`config.mk`:
```
export PLATFORM = sky130hd
export DESIGN_NAME = ifetch_queue
export DESIGN_NICKNAME = d
export VERILOG_FILES = /design/src/rtl/ifetch_queue.sv
export SDC_FILE = /design/constraint.sdc
export NUM_CORES = 1
export LEC_CHECK = 0
export CORE_AREA = 2 2 175 143
export DETAILED_ROUTE_END_ITERATION = 6
export DIE_AREA = 0 0 177 145
export PLACE_DENSITY = 0.5
export SETUP_SLACK_MARGIN = 0.4
export SKIP_CTS_REPAIR_TIMING = 1
export SLEW_MARGIN = 0
export SYNTH_ARGS = -nofsm -noshare
export SYNTH_HDL_FRONTEND = slang
export SYNTH_SLANG_ARGS = --single-unit
```
`constraint.sdc`:
```
create_clock -name clk -period 3.7 [get_ports clk]
set_input_delay 0.555 -clock clk [delete_from_list [all_inputs] [get_ports clk]]
set_output_delay 0.555 -clock clk [all_outputs]
set_load 0.01 [all_outputs]
```
`src/rtl/ifetch_queue.sv`:
```
// Instruction fetch front end: single-outstanding memory reads feeding a
// show-ahead queue that presents one instruction per cycle to the IR.

module ifetch_queue_chk (
  input  logic clk,
  input  logic reset,
  input  logic i_push,
  input  logic i_full
);

  // a push into a full queue means the request gating is broken
  a_no_overflow: assert property (@(posedge clk) disable iff (reset) !(i_push && i_full))
    else $error("ifetch_queue: push into full queue");

endmodule

module ifetch_queue #(
  parameter int          DEPTH    = 4,
  parameter logic [15:0] RESET_PC = 16'h0000
) (
  input  logic        clk,
  input  logic        reset,
  input  logic        stall,
  input  logic        redirect,
  input  logic [15:0] redirect_pc,
  output logic        mem_read,
  output logic [15:0] mem_address,
  input  logic        mem_resp,
  input  logic [15:0] mem_rdata,
  output logic        ir_load,
  output logic [15:0] ir_word,
  output logic [15:0] ir_pc,
  output logic        empty
);

  localparam int          AW      = (DEPTH > 1) ? $clog2(DEPTH) : 1;
  localparam logic [AW:0] DEPTH_C = (AW + 1)'(DEPTH);

  typedef enum logic [1:0] {
    IDLE    = 2'd0,
    REQ     = 2'd1,
    DISCARD = 2'd2
  } state_t;

  state_t         r_state;
  state_t         w_state_nxt;
  logic [15:0]    r_fetch_pc;
  logic [15:0]    w_fetch_pc_nxt;
  logic [15:0]    r_addr;
  logic [15:0]    w_addr_nxt;
  logic [15:0]    r_word [DEPTH];
  logic [15:0]    r_pc   [DEPTH];
  logic [AW-1:0]  r_head;
  logic [AW-1:0]  r_tail;
  logic [AW:0]    r_count;
  logic [AW:0]    w_count_nxt;
  logic           w_push;
  logic           w_pop;
  logic           w_empty;
  logic [15:0]    w_redirect_pc;

  assign w_empty       = (r_count == '0);
  assign w_redirect_pc = {redirect_pc[15:1], 1'b0};
  assign w_push        = (r_state == REQ) && mem_resp && !redirect;
  assign w_pop         = ir_load;

  assign mem_read    = (r_state == REQ) || (r_state == DISCARD);
  assign mem_address = r_addr;
  assign empty       = w_empty;
  assign ir_load     = !w_empty && !stall && !redirect;
  assign ir_word     = w_empty ? 16'h0000 : r_word[r_head];
  assign ir_pc       = w_empty ? 16'h0000 : r_pc[r_head];

  // occupancy after this edge; a redirect empties the queue outright
  always_comb begin
    w_count_nxt = r_count;
    if (redirect) begin
      w_count_nxt = '0;
    end else if (w_push && !w_pop) begin
      w_count_nxt = r_count + (AW + 1)'(1);
    end else if (!w_push && w_pop) begin
      w_count_nxt = r_count - (AW + 1)'(1);
    end else begin
      w_count_nxt = r_count;
    end
  end

  // fetch FSM next state, fetch PC and request address
  always_comb begin
    w_state_nxt    = r_state;
    w_fetch_pc_nxt = r_fetch_pc;
    w_addr_nxt     = r_addr;
    case (r_state)
      IDLE: begin
        if (redirect) begin
          w_fetch_pc_nxt = w_redirect_pc;
        end else if (r_count < DEPTH_C) begin
          w_state_nxt = REQ;
          w_addr_nxt  = r_fetch_pc;
        end else begin
          w_state_nxt = IDLE;
        end
      end
      REQ: begin
        if (mem_resp && redirect) begin
          w_fetch_pc_nxt = w_redirect_pc;
          w_state_nxt    = IDLE;
        end else if (mem_resp) begin
          w_fetch_pc_nxt = r_fetch_pc + 16'd2;
          if (w_count_nxt < DEPTH_C) begin
            w_addr_nxt = r_fetch_pc + 16'd2;
          end else begin
            w_state_nxt = IDLE;
          end
        end else if (redirect) begin
          // the read cannot be withdrawn; its data is dropped on arrival
          w_fetch_pc_nxt = w_redirect_pc;
          w_state_nxt    = DISCARD;
        end else begin
          w_state_nxt = REQ;
        end
      end
      DISCARD: begin
        if (redirect) begin
          w_fetch_pc_nxt = w_redirect_pc;
        end else begin
          w_fetch_pc_nxt = r_fetch_pc;
        end
        if (mem_resp) begin
          w_state_nxt = IDLE;
        end else begin
          w_state_nxt = DISCARD;
        end
      end
      default: begin
        w_state_nxt = IDLE;
      end
    endcase
  end

  // FSM state, fetch PC and latched request address
  always_ff @(posedge clk) begin
    if (reset) begin
      r_state    <= IDLE;
      r_fetch_pc <= RESET_PC & 16'hFFFE;
      r_addr     <= 16'h0000;
    end else begin
      r_state    <= w_state_nxt;
      r_fetch_pc <= w_fetch_pc_nxt;
      r_addr     <= w_addr_nxt;
    end
  end

  // queue storage, pointers and occupancy
  always_ff @(posedge clk) begin
    if (reset) begin
      r_head  <= '0;
      r_tail  <= '0;
      r_count <= '0;
      for (int i = 0; i < DEPTH; i++) begin
        r_word[i] <= 16'h0000;
        r_pc[i]   <= 16'h0000;
      end
    end else if (redirect) begin
      r_head  <= '0;
      r_tail  <= '0;
      r_count <= '0;
    end else begin
      if (w_push) begin
        r_word[r_tail] <= mem_rdata;
        r_pc[r_tail]   <= r_addr;
        r_tail         <= r_tail + AW'(1);
      end
      if (w_pop) begin
        r_head <= r_head + AW'(1);
      end
      r_count <= w_count_nxt;
    end
  end

  ifetch_queue_chk u_chk (
    .clk    (clk),
    .reset  (reset),
    .i_push (w_push),
    .i_full (r_count == DEPTH_C)
  );

endmodule

```
==> impl_metrics.env, run 1 <==
export IMPL_synth_top_area_frac=0.467
export IMPL_gp_congestion=0.826
export IMPL_maxCapViolCount=0
export IMPL_grt_max_degree=38
export IMPL_fin_hold_ws_ns=0.482
export IMPL_vias=5344
export IMPL_cp_required_ns=3.14
export IMPL_timing_final_crit_period_ns=3.05
export IMPL_power_density_mw_per_mm2=452
export IMPL_grt_pass1_wl_mm=30.7
export IMPL_top_level_ports=88
export IMPL_diodes=0
export IMPL_synth_most_common_cell="and2_1"
export IMPL_drtIter0Drc=307
export IMPL_critical_path_slowest_cell="dfxtp_1"
export IMPL_yosysWarnings=0
export IMPL_die_y_um=145
export IMPL_power_net_switching_mw=1.19
export IMPL_syn_area_sq_mm=0.00824
export IMPL_criticalPathCategory="flip-flop to output port"
export IMPL_finalSetupViolations=0
export IMPL_drc=0
export IMPL_path_buf_inv=2
export IMPL_hold_end="r_fetch_pc[0]"
export IMPL_grtUsageMet1=0.220
export IMPL_r2r_start="r_state[1]"
export IMPL_synth_edf_count=128
export IMPL_core_sq_mm=0.0239
export IMPL_rr_worst_depth=11
export IMPL_skew_ns=0.0142
export IMPL_utilization=0.422
export IMPL_slew_viol_final=0
export IMPL_routedWlPerCell_um=18.7
export IMPL_dp_slack_ns=0.284
export IMPL_yosysTopAreaCell="edfxtp_1"
export IMPL_antenna_found_initial=1
export IMPL_critical_path_max_fanout=12
export IMPL_worstPathArrival_ns=2.49
export IMPL_netlist_top_cells_area="edfxtp_1, dfxtp_1, and2_1, mux4_2, nor2b_1"
export IMPL_comb_power_share=0.113
export IMPL_worstHoldStart="r_fetch_pc[0]"
export IMPL_synthTopCellsByCount="and2_1, edfxtp_1, dfxtp_1, nor2_1, nor2b_1"
export IMPL_tns_ns=0
export IMPL_grt_busiest_layer="met2"
export IMPL_synth_distinct_cells=56
export IMPL_cts_buffer_depth=2
export IMPL_startpoint_type="flip-flop"
export IMPL_syn_num_nets=697
export IMPL_ys_seq_elements=171
export IMPL_p_sw_frac=0.262
export IMPL_reg2reg_to="mem_address[0]"
export IMPL_final_nets=779
export IMPL_worstMarginPinSlew_ns=0.911
export IMPL_met2_usage=0.256
export IMPL_clk_latency_ns=0.43
export IMPL_rsz0062_at_grt="no"
export IMPL_cts_tree="done"
export IMPL_power_frac_clock=0.391
export IMPL_syn_inst=649
export IMPL_grt_util_all_layers=0.159
export IMPL_overflow=0
export IMPL_relSlewSlack=0.386
export IMPL_hp_class="flip-flop to flip-flop"
export IMPL_htreeDepth=4
export IMPL_viasPerCell=5.03
export IMPL_cts_made_buffers=17
export IMPL_cts_root_buf="clkbuf_16"
export IMPL_whs_path_depth=1
export IMPL_dp_final_hpwl_mm=12.0
export IMPL_first_pass_iters=7
export IMPL_ys_seq_area_frac=0.571
export IMPL_drive_gt1_frac=0.155
export IMPL_finalWorstSetupSlack_ns=0.653
export IMPL_routed_wl_mm=19.9
export IMPL_r2r_slack_ns=0.78
export IMPL_synthFlopType="edfxtp_1"
export IMPL_slowest_delay_ns=0.72
export IMPL_rows=51
export IMPL_syn2layout_area_growth_pct=22.5
export IMPL_first_global_vias=5454
export IMPL_ir_drop_v=0.000247
export IMPL_die_area_sq_mm=0.0257
export IMPL_ant_nets=0
export IMPL_endpoint_kind="output port"
export IMPL_status="finished clean"
export IMPL_gr_usage_met3=0.0359
export IMPL_p_int_mw=3.37
export IMPL_seqPwrFrac=0.496
export IMPL_cts_sinks=171
export IMPL_synth_area_per_cell_sq_um=12.7
export IMPL_p_leak_nw=3.47
export IMPL_die_w_um=177
export IMPL_crit_chain="buf_4 > mux4_2 > nor2b_1 > clkdlybuf4s50_1"
export IMPL_synthArstFlopShare=0
export IMPL_start_util=0.344
export IMPL_max_freq_ghz=0.328
export IMPL_portBuffers=86
export IMPL_critPathTopFamily="buffers and inverters"
export IMPL_period_share=0.824
export IMPL_path_clk_slew_ns=0.07
export IMPL_report_final_hold_viol_count=0
==> power groups by stage <==
stage	combinational (mW)	clock [mW]	sequential, mW
after CTS	0.525	1.82	2.26
after floorplan	0.310	0	2.28
after global placement	0.516	0	2.30
after detailed placement	0.522	0	2.31
after global routing	0.564	1.89	2.28
final	0.517	1.78	2.26
==> layer usage <==
metal	share of wire	up-vias
met3	0.046	16
met5	0.00035	-
met1	0.46	2669
li1	-	2524
met2	0.48	133
met4	0.0077	2
==> layout by cell type (no fill, tap or decap), types with 5 or more instances in the layout <==
cell	instances
clkdlybuf4s50_1	85
xor2_1	9
o21ai_0	13
xnor2_1	11
inv_6	5
nand2_1	19
a21oi_1	15
and2_1	130
ha_1	11
nor2_1	42
a211oi_2	15
inv_1	13
clkbuf_16	17
dfxtp_1	42
nor4_1	5
nor2b_1	34
o31ai_1	5
buf_4	17
mux4_2	32
a211oi_1	5
nand3_1	10
edfxtp_1	128
nor3_1	12
==> area by class of cell <==
| class | instances | area [sq um] |
|---|---|---|
| multi-input cells | 424 | 3350 |
| inverters | 13 | 48.8 |
| clock buffers | 18 | 429 |
| clock inverters | 14 | 158 |
| well taps | 318 | 398 |
| repair buffers | 104 | 1000 |
| flip-flops and latches | 171 | 4710 |
| fillers | 2224 | 13800 |
==> cells by family (layout without fill, tap and decap cells) <==
logic type	Yosys count	count (layout)	share of synthesized area
xor+xnor	20	20	0.0213
compound gates	77	77	0.0732
flops	171	171	0.571
fa+ha+maj	11	11	0.0167
mux	36	36	0.0927
buf+inv	54	149	0.0278
simple gates	280	280	0.197
==> worst reg2reg max path, stage by stage, from the launching register on <==
cell and delay, ns:
dfxtp_1 0.39, inv_1 0.10, ha_1 0.22, nand3_2 0.22, inv_1 0.19, ha_1 0.29
nand3b_1 0.22, a2111oi_2 0.38, o31a_2 0.17, buf_4 0.34, mux2i_1 0.24, nor2_1 0.05
==> how the worst max path moves through the flow <==
stage | depth (start not counted) | slack, ns | start | end
after global routing | 11 | 0.49 | r_state[1] | mem_address[0]
after detailed placement | 11 | 0.28 | redirect | mem_address[0]
after floorplan | 5 | 0.64 | redirect | r_pc[1][0]
after global placement | 11 | 0.34 | redirect | mem_address[0]
after CTS | 4 | 0.57 | flip-flop | ir_word[5]
final | 4 | 0.65 | flip-flop | ir_word[1]
==> metrics by stage <==
| step | instance area [sq um] | power (mW) | std cells |
|---|---|---|---|
| floorplan | 8240 | 2.59 | 649 |
| global placement | 9510 | 2.81 | 1030 |
| detailed placement | 9510 | 2.83 | 1030 |
| CTS | 10100 | 4.61 | 1062 |
| global route | 10100 | 4.73 | 1062 |
| finish | 10100 | 4.56 | 1062 |
==> flip-flops by register name (all words and copies together) (netlist names), named ones only <==
name and count:
r_word 64, r_state 2, r_pc 64, r_fetch_pc 16, r_tail 2, r_head 2, r_count 3, mem_address 16
Power figures use the tool's default switching activity.
==> run 2, diff against run 1 <==
PLACE_DENSITY = 0.52   (was 0.5)
clock period = 2.6 ns   (was 3.7 ns; I/O delays follow)
==> impl_metrics.env, run 2 (synthesis results as in run 1) <==
export IMPL_status="finished clean"
export IMPL_slew_viol_final=0
export IMPL_syn2layout_area_growth_pct=31.9
export IMPL_utilization=0.454
export IMPL_startpoint_type="flip-flop"
export IMPL_rows=51
export IMPL_r2r_start="r_count[0]"
export IMPL_vias=5513
export IMPL_nFillCells=2150
export IMPL_ant_nets=0
export IMPL_multiInputGateArea_sq_mm=0.00350
export IMPL_routed_wl_mm=21.1
export IMPL_first_pass_iters=6
export IMPL_drive_gt1_frac=0.270
export IMPL_viasPerCell=4.97
export IMPL_overflow=0
export IMPL_slowest_delay_ns=0.40
export IMPL_power_net_switching_mw=1.75
export IMPL_die_w_um=177
export IMPL_power_density_mw_per_mm2=631
export IMPL_power_frac_clock=0.396
export IMPL_finalSetupViolations=0
export IMPL_mostFrequentLayoutCells="and2_1, edfxtp_1, clkdlybuf4s50_1"
export IMPL_path_buf_inv=3
export IMPL_p_sw_frac=0.255
export IMPL_report_final_hold_viol_count=0
export IMPL_clk_latency_ns=0.43
export IMPL_hold_end="r_count[0]"
export IMPL_finalWorstSetupSlack_ns=0.156
export IMPL_rr_worst_depth=12
export IMPL_power_mw=6.85
export IMPL_htreeDepth=4
export IMPL_grt_pass1_wl_mm=31.7
export IMPL_cts_root_buf="clkbuf_16"
export IMPL_path_clk_slew_ns=0.07
export IMPL_cts_tree="done"
export IMPL_criticalPathCategory="flip-flop to flip-flop"
export IMPL_drc=0
export IMPL_met2_length_mm=10.2
export IMPL_grt_util_all_layers=0.160
export IMPL_relSlewSlack=0.646
export IMPL_portBuffers=86
export IMPL_dp_cells=1047
export IMPL_final_cells=1110
export IMPL_final_nets=827
export IMPL_maxCapViolCount=0
export IMPL_grt_max_degree=38
export IMPL_final_area_sq_mm=0.0109
export IMPL_diodes=0
export IMPL_largestRegisters="r_pc: 64 flops, r_word: 64 flops"
export IMPL_highest_layer="met5"
export IMPL_dp_slack_ns=-0.220
export IMPL_critical_path_max_fanout=7
export IMPL_gp_congestion=0.794
export IMPL_hp_class="flip-flop to flip-flop"
export IMPL_wl_met1_mm=9.73
export IMPL_cp_required_ns=2.89
export IMPL_start_util=0.344
export IMPL_cts_made_buffers=17
export IMPL_skew_ns=0.0113
export IMPL_placed_cell_area_sq_mm=0.00978
export IMPL_rsz0062_at_grt="yes"
export IMPL_final_common_cell="and2_1"
export IMPL_die_y_um=145
export IMPL_register_area_sq_mm=0.00471
export IMPL_reg2reg_to="mem_address[0]"
export IMPL_cts_sinks=171
export IMPL_fin_hold_ws_ns=0.481
export IMPL_cts_buffer_depth=2
export IMPL_max_freq_ghz=0.409
export IMPL_drtIter0Drc=420
export IMPL_p_int_mw=5.10
export IMPL_tns_ns=0
export IMPL_first_global_vias=5680
export IMPL_core_sq_mm=0.0239
export IMPL_worstPathArrival_ns=2.74
export IMPL_timing_final_crit_period_ns=2.44
export IMPL_critical_path_slowest_cell="a2111oi_4"
export IMPL_period_share=0.940
export IMPL_routedWlPerCell_um=19.0
export IMPL_worstMarginPinSlew_ns=0.528
export IMPL_whs_path_depth=2
export IMPL_top_level_ports=88
export IMPL_p_leak_nw=4.06
export IMPL_met3_length_mm=1.02
export IMPL_r2r_slack_ns=0.16
export IMPL_ir_drop_v=0.000313
export IMPL_endpoint_kind="flip-flop"
export IMPL_antenna_found_initial=1
export IMPL_dp_final_hpwl_mm=12.3
export IMPL_worstHoldStart="r_count[0]"
export IMPL_comb_power_share=0.133
export IMPL_critPathTopFamily="compound AO/OA/AOI/OAI gates"
export IMPL_crit_chain="inv_2 > ha_4 > nor2b_4 > nor3_4 > inv_2 > ha_4 > nand3b_1 > a2111oi_4 > o31a_4 > buf_12 > mux2i_1 > nor2_1"
export IMPL_seqPwrFrac=0.470
export IMPL_die_area_sq_mm=0.0257
[run 2: cell count changes in the layout (fill, tap and decap cells not counted), moves of 7 or more]
| cell | previous run | this run |
|---|---|---|
| nor2_1 | 42 | 35 |
| dlymetal6s2s_1 | 0 | 10 |
| buf_12 | 1 | 12 |
| clkbuf_2 | 0 | 16 |
| buf_4 | 17 | 36 |
| clkdlybuf4s50_1 | 85 | 51 |
| buf_6 | 0 | 16 |
[run 2: worst max path at each step]
stage / cells past startpoint / to / start / slack, ns
detailed placement: 11 / mem_address[0] / redirect / -0.22
global placement: 11 / mem_address[0] / redirect / -0.12
CTS: 4 / ir_pc[11] / flip-flop / -0.13
finish: 12 / mem_address[0] / r_count[0] / 0.16
global route: 12 / mem_address[0] / r_count[0] / 0.07
floorplan: 12 / mem_address[11] / r_count[0] / 0.17
[run 2: area by class of cell]
type,count,area share
Timing Repair Buffer,152,0.145
Inverter,13,0.00449
Clock buffer,17,0.0392
Sequential cell,171,0.434
Tap cell,318,0.0366
Clock inverter,15,0.0190
Multi-Input combinational cell,424,0.322
[run 2: worst register-to-register path, delay by kind of cell (launching register included)]
kind,cells,cell delay (ns)
muxes,1,0.18
AOI/OAI and AO/OA,2,0.64
adders and majority gates,2,0.32
DFF,1,0.36
and+or+nand+nor,4,0.56
buffers and inverters,3,0.27
[run 2: power by group through the flow]
stage / sequential [mW] / combinational (mW) / clock, mW
after floorplan: 3.24 / 0.458 / 0
after detailed placement: 3.28 / 0.821 / 0
after global placement: 3.27 / 0.807 / 0
after CTS: 3.22 / 0.826 / 2.78
final: 3.22 / 0.915 / 2.72
after global routing: 3.25 / 0.992 / 2.88
[run 2: metal layers]
metal / GRT usage / vias up
met5: 0 / -
met4: 0.0360 / 2
met3: 0.0320 / 16
met2: 0.261 / 145
met1: 0.220 / 2725
li1: - / 2625
==> patch 1: new RTL, settings of run 2 <==
Set the parameter `DEPTH` to 2 (it was 4).
--- a/src/rtl/ifetch_queue.sv
+++ b/src/rtl/ifetch_queue.sv
@@ -15,7 +15,7 @@
 endmodule
 
 module ifetch_queue #(
-  parameter int          DEPTH    = 4,
+  parameter int          DEPTH    = 2,
   parameter logic [15:0] RESET_PC = 16'h0000
 ) (
   input  logic        clk,
Formal check against the unedited RTL: not equivalent (a bounded check fails within 4 cycles, from zero or initial values and one cycle with reset high).
==> patch 1 against run 2 <==
- utilization down 15 points
- clock power fell by 49%
- setup slack improved by 140 ps
- total power shrank 38%
- sequential power shrank 38%
- wire length is 29% lower
- clock skew hardly changed
- register-to-register slack gained 260 ps
- maximum frequency is 6.3% higher
- final area shrank 33%
- sequential cell count shrank 68
- area after synthesis down 35%
==> patch 1: results <==
power:
  p_leak_nw: 2.94
  max-vdd-ir-drop_mv: 0.269
  net-switching-power_w: 0.00120
global_route:
  grt.overflow.total: 0
  grt_pass1_vias: 4010
  grt_max_degree: 34
  grt_pass1_wl_mm: 23.1
detailed_routing:
  wl_mm: 15.0
  drt_pass1_iterations: 5
  via_per_inst: 4.58
  first_iter_violations: 359
  wl_per_cell_um: 16.0
worst_setup_path:
  critical_path.top_delay_family: "buffers and inverters"
  cp_max_fo: 32
  critPathArrivalTime_ps: 1910
  cpPeakStageDelay_ps: 580
  cp_slowest_cell: "clkdlybuf4s50_1"
status:
  outcome: "finished clean"
logic_synthesis:
  yosys-top-cells-area: "edfxtp_1 36%, dfxtp_1 15%, and2_1 7.6%"
  synth-edff-count: 64
  syn_inst: 523
  synth_common_cells: "65 x and2_1, 64 x edfxtp_1, 49 x nor2_1"
  ys_types: 57
  synth_nets: 569
  synthFlopType: "edfxtp_1"
clock_network:
  cts_made_buffers: 9
  htree_levels: 3
  cts_root_buf: "clkbuf_16"
  clock_latency_ps: 350
place:
  dpl.hpwl_mm: 10.0
  dp_cells: 910
  place_congestion: 0.810
  numPortBuffers: 86
  dpl_cell_area_sq_mm: 0.00679
layout:
  drive_above_1_share: 0.158
  biggestRegsByFlops: "r_pc (32), r_word (32)"
sta:
  finalClockSkew_ps: 11.1
  relSlewSlack: 0.651
patch 1: power by group through the flow:
| stage | sequential (W) | clock [W] | combinational [W] |
|---|---|---|---|
| detailed placement | 0.00203 | 0 | 0.000814 |
| global route | 0.00201 | 0.00150 | 0.000918 |
| global placement | 0.00203 | 0 | 0.000811 |
| finish | 0.00199 | 0.00139 | 0.000841 |
| CTS | 0.00199 | 0.00143 | 0.000818 |
| floorplan | 0.00199 | 0 | 0.000479 |
patch 1: stage by stage:
stage,worst slack [ps],power (W)
floorplan,319,0.00247
global placement,111,0.00284
detailed placement,62.0,0.00284
CTS,199,0.00424
global route,280,0.00443
finish,301,0.00422
patch 1: logic make-up after synthesis:
logic type,Yosys count,share of synthesized area
fa+ha+maj,9,0.0211
simple gates,201,0.209
buf+inv,62,0.0477
xor+xnor,16,0.0262
flops,103,0.505
compound gates,97,0.125
mux,35,0.0655
patch 1: routing by layer:
layer,vias to the layer above,share of wire,track usage
met2,125,0.44,0.169
met4,0,0.0075,0.0252
met3,8,0.057,0.0270
li1,2086,-,-
met1,2079,0.49,0.174
met5,-,0,0
patch 1: final timing paths:
| kind | startpoint | end | slack [ps] | depth (start not counted) |
|---|---|---|---|---|
| min | reset | mem_address[14] | 420 | 2 |
| min reg2reg | r_fetch_pc[0] | r_fetch_pc[0] | 480 | 1 |
| max | r_count[1] | ir_word[15] | 300 | 5 |
| max reg2reg | r_count[1] | mem_address[9] | 420 | 10 |
patch 1: area by class of cell:
cell class | instances | area (sq um)
Tap cell | 318 | 398
Sequential cell | 103 | 2710
Timing Repair Buffer | 126 | 1290
Multi-Input combinational cell | 358 | 2550
Fill cell | 2486 | 16600
Inverter | 17 | 68.8
Clock buffer | 10 | 229
Clock inverter | 6 | 66.3
==> patch 2: new RTL, settings of run 2 <==
Made on the original files. Make the reset (`reset`) asynchronous in 2 clocked blocks.
--- a/src/rtl/ifetch_queue.sv
+++ b/src/rtl/ifetch_queue.sv
@@ -139,7 +139,7 @@
   end
 
   // FSM state, fetch PC and latched request address
-  always_ff @(posedge clk) begin
+  always_ff @(posedge clk or posedge reset) begin
     if (reset) begin
       r_state    <= IDLE;
       r_fetch_pc <= RESET_PC & 16'hFFFE;
@@ -152,7 +152,7 @@
   end
 
   // queue storage, pointers and occupancy
-  always_ff @(posedge clk) begin
+  always_ff @(posedge clk or posedge reset) begin
     if (reset) begin
       r_head  <= '0;
       r_tail  <= '0;
Formal check against the unedited RTL: differs if reset is asserted again (counterexample within 4 cycles, from zero or initial values and one cycle with reset high); with reset held inactive, the same outputs for 4 cycles.
==> patch 2 against run 2 <==
- sequential share of layout area down 5.8 points
- highest routed layer is now met4
- sequential cell count down 2
- register-to-register slack better by 300 ps
- setup slack better by 15 ps
- final area up 3.7%
- area after synthesis up 1.6%
- largest cell class unchanged
- wire length up 1.6%
Power is not compared: it rests on default switching activity, and its combinational part moved more than twofold at a synthesized area within 25%.
==> patch 2: results <==
place:
  pre_cts_slack_ps: 165
  dpl.hpwl_mm: 13.7
  place_congestion: 0.788
logic_synthesis:
  synth.avg_cell_area_sq_um: 12.8
  ys_async_sr_fraction: 1.00
  seq_area_frac_synth: 0.505
  synth_common_cells: "169 x dfrtp_1, 125 x mux2_2, 37 x nor2b_1"
  synth_compound_area_frac: 0.0715
global_route:
  grt_max_degree: 73
  antenna_found_initial: 0
  grt_pass1_wl_mm: 32.2
  grtUsageTotal: 0.163
  grt_pass1_vias: 5876
worst_setup_path:
  critical_path.top_delay_family: "buffers and inverters"
  critPathArrivalTime_ps: 2040
  crit_path_end: "ir_pc[14]"
  r2r_cells: 9
  cp_max_fo: 8
  reg2reg_slack_ps: 460
sta:
  worst_pin_slew_ps: 666
layout:
  final_nets: 858
  fill_cells: 2087
detailed_routing:
  drt_pass1_iterations: 4
  wl_per_cell_um: 18.8
  first_iter_violations: 346
status:
  outcome: "finished clean"
==> patch 2: worst min path at each step <==
stage / end / slack (ps) / depth (start not counted)
after global routing: r_state[1] / 350 / 2
after global placement: r_pc[47] / 460 / 2
after detailed placement: r_pc[31] / 470 / 2
after floorplan: r_pc[27] / 440 / 2
after CTS: r_state[0] / 330 / 2
final: r_state[1] / 330 / 2
==> patch 2: routing by layer <==
layer,track usage,wire length [um],vias to the layer above
li1,-,-,2697
met1,0.231,10300,2978
met2,0.256,10200,132
met3,0.0335,907,4
met4,0.0376,77,0
met5,0,0,-
==> patch 2: through the flow <==
step / utilization / cell area [sq um] / TNS, ps / hold WS, ps
finish: 0.471 / 11300 / 0 / 332
detailed placement: 0.411 / 9830 / 0 / 468
global route: 0.471 / 11300 / 0 / 353
CTS: 0.435 / 10400 / -3760 / 334
floorplan: - / 8370 / 0 / 445
global placement: 0.411 / 9830 / 0 / 456
==> patch 2: cell type report <==
type | count | area, sq um | share of cell area
flip-flops and latches | 169 | 4240 | 0.376
multi-input cells | 426 | 4090 | 0.363
repair buffers | 178 | 1910 | 0.169
clock buffers | 17 | 425 | 0.0378
well taps | 318 | 398 | 0.0353
clock inverters | 15 | 146 | 0.0130
inverters | 16 | 63.8 | 0.00566
==> patch 2: worst register-to-register path, delay by kind of cell, from the launching register on <==
family                     cells  cell delay (ps)
and+or+nand+nor                2              320
DFF                            1              410
adders and majority gates      2              440
AOI/OAI and AO/OA              1              260
buffers and inverters          4              610
==> patch 2: cells by family (layout without fill, tap and decap cells) <==
kind of cell / count (synthesis) / after routing
compound gates: 93 / 93
xor+xnor: 18 / 18
fa+ha+maj: 14 / 14
buf+inv: 58 / 226
flops: 169 / 169
mux: 162 / 162
simple gates: 139 / 139
